### src/rtl/mem_arbiter_2p.sv
// Two-port arbiter/sequencer for a single-port RAM: one access at a time,
// registered RAM pins, registered read data and a one-cycle ACK per access.
module mem_arbiter_2p #(
    parameter int AW         = 14,
    parameter int DW         = 16,
    parameter int FIXED_PRIO = 0
) (
    input  logic          i_clk,
    input  logic          i_rst,
    input  logic          i_req0,
    input  logic          i_we0,
    input  logic [AW-1:0] i_addr0,
    input  logic [DW-1:0] i_wdata0,
    output logic          o_ack0,
    output logic [DW-1:0] o_rdata0,
    input  logic          i_req1,
    input  logic          i_we1,
    input  logic [AW-1:0] i_addr1,
    input  logic [DW-1:0] i_wdata1,
    output logic          o_ack1,
    output logic [DW-1:0] o_rdata1,
    output logic          o_ram_e,
    output logic          o_ram_w,
    output logic          o_ram_r,
    output logic [AW-1:0] o_ram_addr,
    output logic [DW-1:0] o_ram_d,
    input  logic [DW-1:0] i_ram_q,
    output logic          o_busy
);

    typedef enum logic [1:0] {
        S_IDLE   = 2'd0,
        S_ACCESS = 2'd1,
        S_DONE   = 2'd2
    } state_t;

    state_t          r_state, r_state_next;
    logic            r_sel, r_sel_next;
    logic            r_rr_last, r_rr_last_next;
    logic            r_ram_e, r_ram_e_next;
    logic            r_ram_w, r_ram_w_next;
    logic            r_ram_r, r_ram_r_next;
    logic [AW-1:0]   r_ram_addr, r_ram_addr_next;
    logic [DW-1:0]   r_ram_d, r_ram_d_next;
    logic [DW-1:0]   r_rdata [2];
    logic [1:0]      r_ack;

    logic            w_any_req;
    logic            w_gnt1;

    assign w_any_req = i_req0 | i_req1;
    // Port 1 wins when alone, or on a round-robin tie when port 0 was served last.
    assign w_gnt1 = i_req1 & (~i_req0 | ((FIXED_PRIO == 0) & ~r_rr_last));

    always_ff @(posedge i_clk or posedge i_rst) begin
        if (i_rst) begin
            r_state    <= S_IDLE;
            r_sel      <= 1'b0;
            r_rr_last  <= 1'b1;
            r_ram_e    <= 1'b0;
            r_ram_w    <= 1'b0;
            r_ram_r    <= 1'b0;
            r_ram_addr <= '0;
            r_ram_d    <= '0;
        end else begin
            r_state    <= r_state_next;
            r_sel      <= r_sel_next;
            r_rr_last  <= r_rr_last_next;
            r_ram_e    <= r_ram_e_next;
            r_ram_w    <= r_ram_w_next;
            r_ram_r    <= r_ram_r_next;
            r_ram_addr <= r_ram_addr_next;
            r_ram_d    <= r_ram_d_next;
        end
    end

    always_comb begin
        r_state_next    = r_state;
        r_sel_next      = r_sel;
        r_rr_last_next  = r_rr_last;
        r_ram_e_next    = r_ram_e;
        r_ram_w_next    = r_ram_w;
        r_ram_r_next    = r_ram_r;
        r_ram_addr_next = r_ram_addr;
        r_ram_d_next    = r_ram_d;
        case (r_state)
            S_IDLE: begin
                if (w_any_req) begin
                    r_state_next    = S_ACCESS;
                    r_sel_next      = w_gnt1;
                    r_rr_last_next  = w_gnt1;
                    r_ram_e_next    = 1'b1;
                    r_ram_w_next    = w_gnt1 ? i_we1 : i_we0;
                    r_ram_r_next    = w_gnt1 ? ~i_we1 : ~i_we0;
                    r_ram_addr_next = w_gnt1 ? i_addr1 : i_addr0;
                    r_ram_d_next    = w_gnt1 ? i_wdata1 : i_wdata0;
                end
            end
            S_ACCESS: begin
                r_state_next = S_DONE;
                r_ram_e_next = 1'b0;
                r_ram_w_next = 1'b0;
                r_ram_r_next = 1'b0;
            end
            S_DONE: begin
                r_state_next = S_IDLE;
            end
            default: begin
                r_state_next = S_IDLE;
            end
        endcase
    end

    // Per-port completion: only the selected port's ACK/RDATA ever move.
    for (genvar gi = 0; gi < 2; gi++) begin : g_port
        always_ff @(posedge i_clk or posedge i_rst) begin
            if (i_rst) begin
                r_rdata[gi] <= '0;
                r_ack[gi]   <= 1'b0;
            end else begin
                r_ack[gi] <= (r_state == S_ACCESS) && (r_sel == 1'(gi));
                if ((r_state == S_ACCESS) && r_ram_r && (r_sel == 1'(gi))) begin
                    r_rdata[gi] <= i_ram_q;
                end
            end
        end
    end

    assign o_ack0     = r_ack[0];
    assign o_ack1     = r_ack[1];
    assign o_rdata0   = r_rdata[0];
    assign o_rdata1   = r_rdata[1];
    assign o_ram_e    = r_ram_e;
    assign o_ram_w    = r_ram_w;
    assign o_ram_r    = r_ram_r;
    assign o_ram_addr = r_ram_addr;
    assign o_ram_d    = r_ram_d;
    assign o_busy     = (r_state != S_IDLE);

endmodule

### config.mk
export PLATFORM = sky130hd
export DESIGN_NAME = mem_arbiter_2p
export DESIGN_NICKNAME = d
export VERILOG_FILES = /design/src/rtl/mem_arbiter_2p.sv
export SDC_FILE = /design/constraint.sdc
export NUM_CORES = 1
export LEC_CHECK = 0
export BUFFER_PORTS_ARGS = -buffer_cell sky130_fd_sc_hd__buf_2
export CORE_ASPECT_RATIO = 0.9
export CORE_UTILIZATION = 33
export DETAILED_ROUTE_END_ITERATION = 16
export PLACE_DENSITY = 0.62
export SYNTH_ARGS = -nofsm -noshare
export SYNTH_HDL_FRONTEND = slang
export SYNTH_SLANG_ARGS = --single-unit
### constraint.sdc
create_clock -name i_clk -period 2.23 [get_ports i_clk]
set_input_delay 0.446 -clock i_clk [delete_from_list [all_inputs] [get_ports i_clk]]
set_output_delay 0.446 -clock i_clk [all_outputs]
set_load 0.1 [all_outputs]
# Word level (Yosys, flattened, before mapping)
# Index checks and enable logic that the tools add are counted.
# totals
ff_bits,71
in_bits,82
out_inout_bits,68
wordCells,44
# classes
n_eq_ne,2
mux,12
bitwise,8
n_reduce_logical,10
# ops
operator,n
16-bit 2-to-1 mux,1
14-bit 2-to-1 mux,1
1-bit one-hot mux with 2 select lines,3
1-bit logical AND,5
1-bit 2-to-1 mux,5
1-bit inverter,5
2-bit one-hot mux with 2 select lines,1
2-bit AND reduction,2
2-bit nonzero test,2
"2-bit by 1-bit equality test with 1-bit output, second input constant",1
2-bit logical NOT,1
2-bit 2-to-1 mux,1
"2-bit != test, second input constant",1
1-bit bitwise OR,2
1-bit AND,1

# Longest topological paths before layout
# Gate-level depths: netlist of run 1.
# depth
depth_word,6
mapped_depth,5
ltp_nobuf,4

# Least setup slack after synthesis of run 1
# Ideal clock, no wire load.
# synth_timing
path_kind,reg2reg
startpoint,"register r_ram_r, in the netlist o_ram_r"
endpoint,register r_rdata (netlist bit o_rdata0[0])
setup_time_ps,125
t_arrival_ps,1939
t_required_ps,2105
slack_ps,166
stages_incl_launch_ff,4
n_path_buf,1
period_less_slack_ps,2064
cell_sequence,dfrtp_1 > nor3b_4 > buf_4 > mux2_2
# synth_between
elab_chain_len,2
# synth_lines
element,line_no,rtl
start: declaration,42,"logic r_ram_r, r_ram_r_next;"
start signal: assignment,71,r_ram_r <= r_ram_r_next;
1-bit logical AND (2 in a row),122,if ((r_state == S_ACCESS) && r_ram_r && (r_sel == 1'(gi))) begin
end signal: indexed assignment,123,r_rdata[gi] <= i_ram_q;
end: declaration,45,logic [DW-1:0] r_rdata [2];
# Every way passes these cells.
# A chain may end at the register's enable or synchronous reset.

# Worst setup path after layout of run 1
# layout_timing
startpoint,register r_state[0]
endpoint,output port o_busy
# layout_between
elab_chain_len,1
# layout_lines
element,line_no,rtl
start: declaration,37,"state_t r_state, r_state_next;"
start signal: assignment,66,r_state <= r_state_next;
2-bit nonzero test,138,assign o_busy = (r_state != S_IDLE);
end: declaration,28,output logic o_busy
# Every way passes these cells.

==> results of run 1 <==
## through the flow
stage	instances	hold slack [ns]	cell area, sq um
after CTS	482	0.143	4410
after global routing	482	0.175	4410
after detailed placement	466	0.463	4190
after global placement	466	0.463	4190
after floorplan	193	0.509	3280
final	482	0.136	4410
## layout make-up
cell class,count,area [sq um],area share [%]
Clock buffer,11,141,3.21
Clock inverter,5,81.3,1.84
Inverter,4,18.8,0.426
Multi-Input combinational cell,110,1410,31.9
Sequential cell,71,1780,40.3
Tap cell,126,158,3.57
Timing Repair Buffer,155,828,18.8
## cells in the mapped netlist, types with 2 or more instances
| master | number |
|---|---|
| dfrtp_1 | 70 |
| mux2_4 | 58 |
| mux2_2 | 31 |
| buf_6 | 6 |
| mux2_1 | 5 |
| inv_1 | 4 |
| nand2_1 | 3 |
| and2_1 | 2 |
| nor2_1 | 2 |
## routing by layer
layer	GRT usage [%]	wire (um)	vias to the layer above
li1	-	-	997
met1	17.4	3000	999
met2	20.6	3070	98
met3	3.76	458	10
met4	6.85	95	0
met5	0	0	-
## logic make-up (layout without fill, tap and decap cells)
family          after synthesis  after routing  share of synthesized area (%)
mux                          95             95                           39.2
flops                        71             71                           54.2
buf+inv                      12            175                           2.90
simple gates                 10             10                           2.25
compound gates                5              5                           1.37
## critical path, stage by stage (launching register included)
cell     delay (ns)
dfrtp_1        0.41
nor2_1         0.32
inv_1          0.13
buf_2          0.31
## state kept, by name, indices dropped and copies added (netlist names)
| name | count |
|---|---|
| o_ack0 | 1 |
| o_ram_r | 1 |
| r_sel | 1 |
| o_ram_addr | 14 |
| r_state | 2 |
| o_ram_d | 16 |
| o_rdata1 | 16 |
| o_ram_w | 1 |
| o_rdata0 | 16 |
| r_rr_last | 1 |
| o_ack1 | 1 |
| o_ram_e | 1 |
## path summary, 6_finish.rpt
kind	start	endpoint
worst max-delay path	r_state[0]	o_busy
worst min-delay path	i_rst	o_ram_e
worst max register to register	r_state[0]	o_ram_addr[9]
worst min register to register	o_rdata0[5]	o_rdata0[5]
max in group asynchronous	i_rst	r_rr_last
min in group i_clk	i_req0	r_rr_last
==> run summary, run 1 <==
Status: finished, final reports clean
Post-Syn Instances: 193
Crit path max fanout: 4
FMAX: 510 MHz
Core area: 9660 sq um
PortBufs: 149
Detailed Route Iter0 Violations: 43
Longest Clk Path Bufs: 2
Clk slew on worst S/H paths: 0.07 ns
H-Tree Level Count: 3
Post-DRT Antenna Nets: 0
Crit path DAT: 1.51 ns
Min Tclk post-route: 1.96 ns
Total die area: 10,300 sq um
RSZ-0062 raised after global routing: false
Area grow syn2layout: 34.5%
HPWL after DPL: 4970 um
Area contributors post-synth: dfrtp_1 (53%), mux2_4 (27%), mux2_2 (11%)
Setup violations, final: 0
Vias per Instance: 4.37
Max-cap violations: 0
DRC: 0
Vias in the first global route: 2,067
Final setup TNS: 0 ns
Largest net degree at the start of global routing: 30
Global-route wire length before repair: 10,300 um
# resized after CTS: 0
WL/cell: 13.7 um
Worst-Margin Slew: 0.517 ns
Number of synthesized flops with an enable pin: 0
Final period util: 87.9%
Post-Syn Area: 3280 sq um
Ys async rst share: 100%
Synth unique cells: 21
Critical Path Start Type: flop
Syn_area_per_cell: 17.0 sq um
Max-slew headroom: 65.4%
Worst Setup End Kind: primary output
Synth warn: 0
Initial Util: 33.9%
Setup WS post-layout: 0.270 ns
Diode count: 0
Largest area contributor in the netlist: dfrtp_1
CTS Hold Buffers Added: 0
Final hold vios: 0
Commonest non-fill, non-tap cell in the layout: buf_2
GPL Wtd Cong: 0.670
Initial antenna violation count: 0
Final nets: 433
Clk_lat worst skew: 0.34 ns
Top FF cell, synth: dfrtp_1
Post-layout util: 45.7%
Crit Path Class: reg -> out
Synth Net Count: 275
Final slew viol count: 0
Total GRT Usage: 13.4%
Std-Cell Rows: 34
Clock buffer count from CTS: 9
Setup Buffers After CTS: 0
R2r worst-path depth: 5
Fillers: 896
Most frequent cells in the layout: buf_2 (149), dfrtp_1 (70), mux2_4 (58)
CTS tree: built
GRT overflow: 0
# IOs: 150
Worst Path Required: 1.78 ns
Detailed Routing Iterations Pass 1: 4
HP Class: in -> async
CTS root buffer: clkbuf_8
DIE HEIGHT: 96.6 um
Seq/Total Area, Yosys: 54.2%
Top cell type's share of synthesized area: 53.4%
Clock sinks: 71
Clk_skew: 0.00911 ns
Pre-CTS setup slack: 0.357 ns
Die Width: 107 um
Share of cells above drive strength 1: 74.7%
R2R setup slack: 0.43 ns
Vias: 2,104
Total Wirelength: 6620 um
Synth Register Bits: 71
Power of run 1 is not shown: default switching activity piles up to over one toggle a cycle in this logic, so the estimate is an artifact.
==> inputs of run 2 (changes only) <==
--- a/config.mk
+++ b/config.mk
@@ -6,7 +6,7 @@
 export NUM_CORES = 1
 export LEC_CHECK = 0
 export BUFFER_PORTS_ARGS = -buffer_cell sky130_fd_sc_hd__buf_2
-export CORE_ASPECT_RATIO = 0.9
+export CORE_ASPECT_RATIO = 1.1
 export CORE_UTILIZATION = 33
 export DETAILED_ROUTE_END_ITERATION = 16
 export PLACE_DENSITY = 0.62
==> run 2 against run 1 <==
- final area shrank 0.14%
- sequential cell count stayed put
- setup slack worse by 0.0098 ns
- register-to-register slack improved by 0.06 ns
- non-clock buffer count grew 1
- final cell count shrank 1.7%
- core utilization rose by 0.73 points
- sequential share of layout area rose by 0.057 points
- via count is 2.6% higher
- die area about the same
- first-iteration DRC count decreased by 16%
- routed wire length grew 0.60%
- critical endpoint unchanged
==> run summary, run 2 (synthesized netlist as in run 1, its figures left out) <==
Final slew viol count: 0
Total GRT Usage: 13.8%
Crit path max fanout: 3
Clk_lat worst skew: 0.34 ns
CTS Hold Buffers Added: 0
Setup violations, final: 0
Most frequent cells in the layout: buf_2 (149), dfrtp_1 (70), mux2_4 (58)
PortBufs: 149
CTS root buffer: clkbuf_8
Worst Path Required: 1.78 ns
Setup Buffers After CTS: 0
DIE HEIGHT: 107 um
Std-Cell Rows: 37
Detailed Routing Iterations Pass 1: 4
GPL Wtd Cong: 0.657
CTS tree: built
Commonest non-fill, non-tap cell in the layout: buf_2
Max-cap violations: 0
Diode count: 0
Min Tclk post-route: 1.97 ns
Core area: 9490 sq um
Largest net degree at the start of global routing: 35
Max-slew headroom: 54.6%
FMAX: 508 MHz
WL/cell: 14.0 um
Worst-Margin Slew: 0.680 ns
HPWL after DPL: 4960 um
Detailed Route Iter0 Violations: 36
Post-DRT Antenna Nets: 0
Global-route wire length before repair: 11,100 um
Initial antenna violation count: 0
Initial Util: 34.5%
Total die area: 10,300 sq um
RSZ-0062 raised after global routing: false
Critical Path Start Type: flop
Die Width: 97.0 um
Status: finished, final reports clean
HP Class: in -> async
H-Tree Level Count: 3
Area grow syn2layout: 34.4%
Final nets: 434
Clk_skew: 0.0101 ns
Final period util: 88.3%
Vias in the first global route: 2,267
Clock sinks: 71
# resized after CTS: 0
# IOs: 150
Crit path DAT: 1.52 ns
Clk slew on worst S/H paths: 0.08 ns
Final setup TNS: 0 ns
Final hold vios: 0
DRC: 0
Worst Setup End Kind: primary output
Share of cells above drive strength 1: 75.4%
Vias: 2,158
Crit Path Class: reg -> out
Total Wirelength: 6660 um
Longest Clk Path Bufs: 2
Vias per Instance: 4.55
GRT overflow: 0
Clock buffer count from CTS: 9
==> run 2: routing by layer <==
| metal | wire length, um | up-vias | GRT usage [%] |
|---|---|---|---|
| met4 | 136 | 0 | 7.78 |
| met5 | 0 | - | 0 |
| li1 | - | 1002 | - |
| met2 | 3040 | 101 | 20.6 |
| met1 | 3060 | 1045 | 18.8 |
| met3 | 418 | 10 | 2.56 |
==> run 2: area by class of cell <==
class                      count  area (sq um)
clock inverter                 7          96.3
tap                          117           146
sequential                    71          1780
timing repair buffer         156           836
clock buffer                   9           124
fill                         897          5090
multi-input combinational    110          1410
inverter                       4          18.8
==> run 2: worst max-delay path, stage by stage (launching register included) <==
cell     delay, ns
dfrtp_1       0.41
nor2_1        0.24
buf_4         0.18
inv_1         0.06
buf_2         0.29
==> run 2: per-stage QoR <==
stage	hold slack, ns	setup WS [ns]	cells	utilization (%)	area [sq um]
2_1_floorplan	0.509	0.166	193	-	3280
3_3_place_gp	0.462	0.432	458	44.1	4180
3_5_place_dp	0.470	0.400	458	44.1	4180
4_1_cts	0.197	0.225	474	46.4	4400
5_1_grt	0.241	0.153	474	46.4	4400
6_report	0.193	0.260	474	46.4	4400
==> run 2: final timing paths <==
path	start	end	slack [ns]	cells past startpoint
max	r_state[0]	o_busy	0.26	4
min	i_rst	o_ack1	0.19	2
max reg2reg	r_rr_last	o_ram_d[10]	0.49	4
min reg2reg	o_rdata0[7]	o_rdata0[7]	0.48	1
max in group asynchronous	i_rst	o_ram_addr[8]	1.44	3
min in group i_clk	i_req0	r_rr_last	0.30	2
Power of run 2 is left out for the same reason.
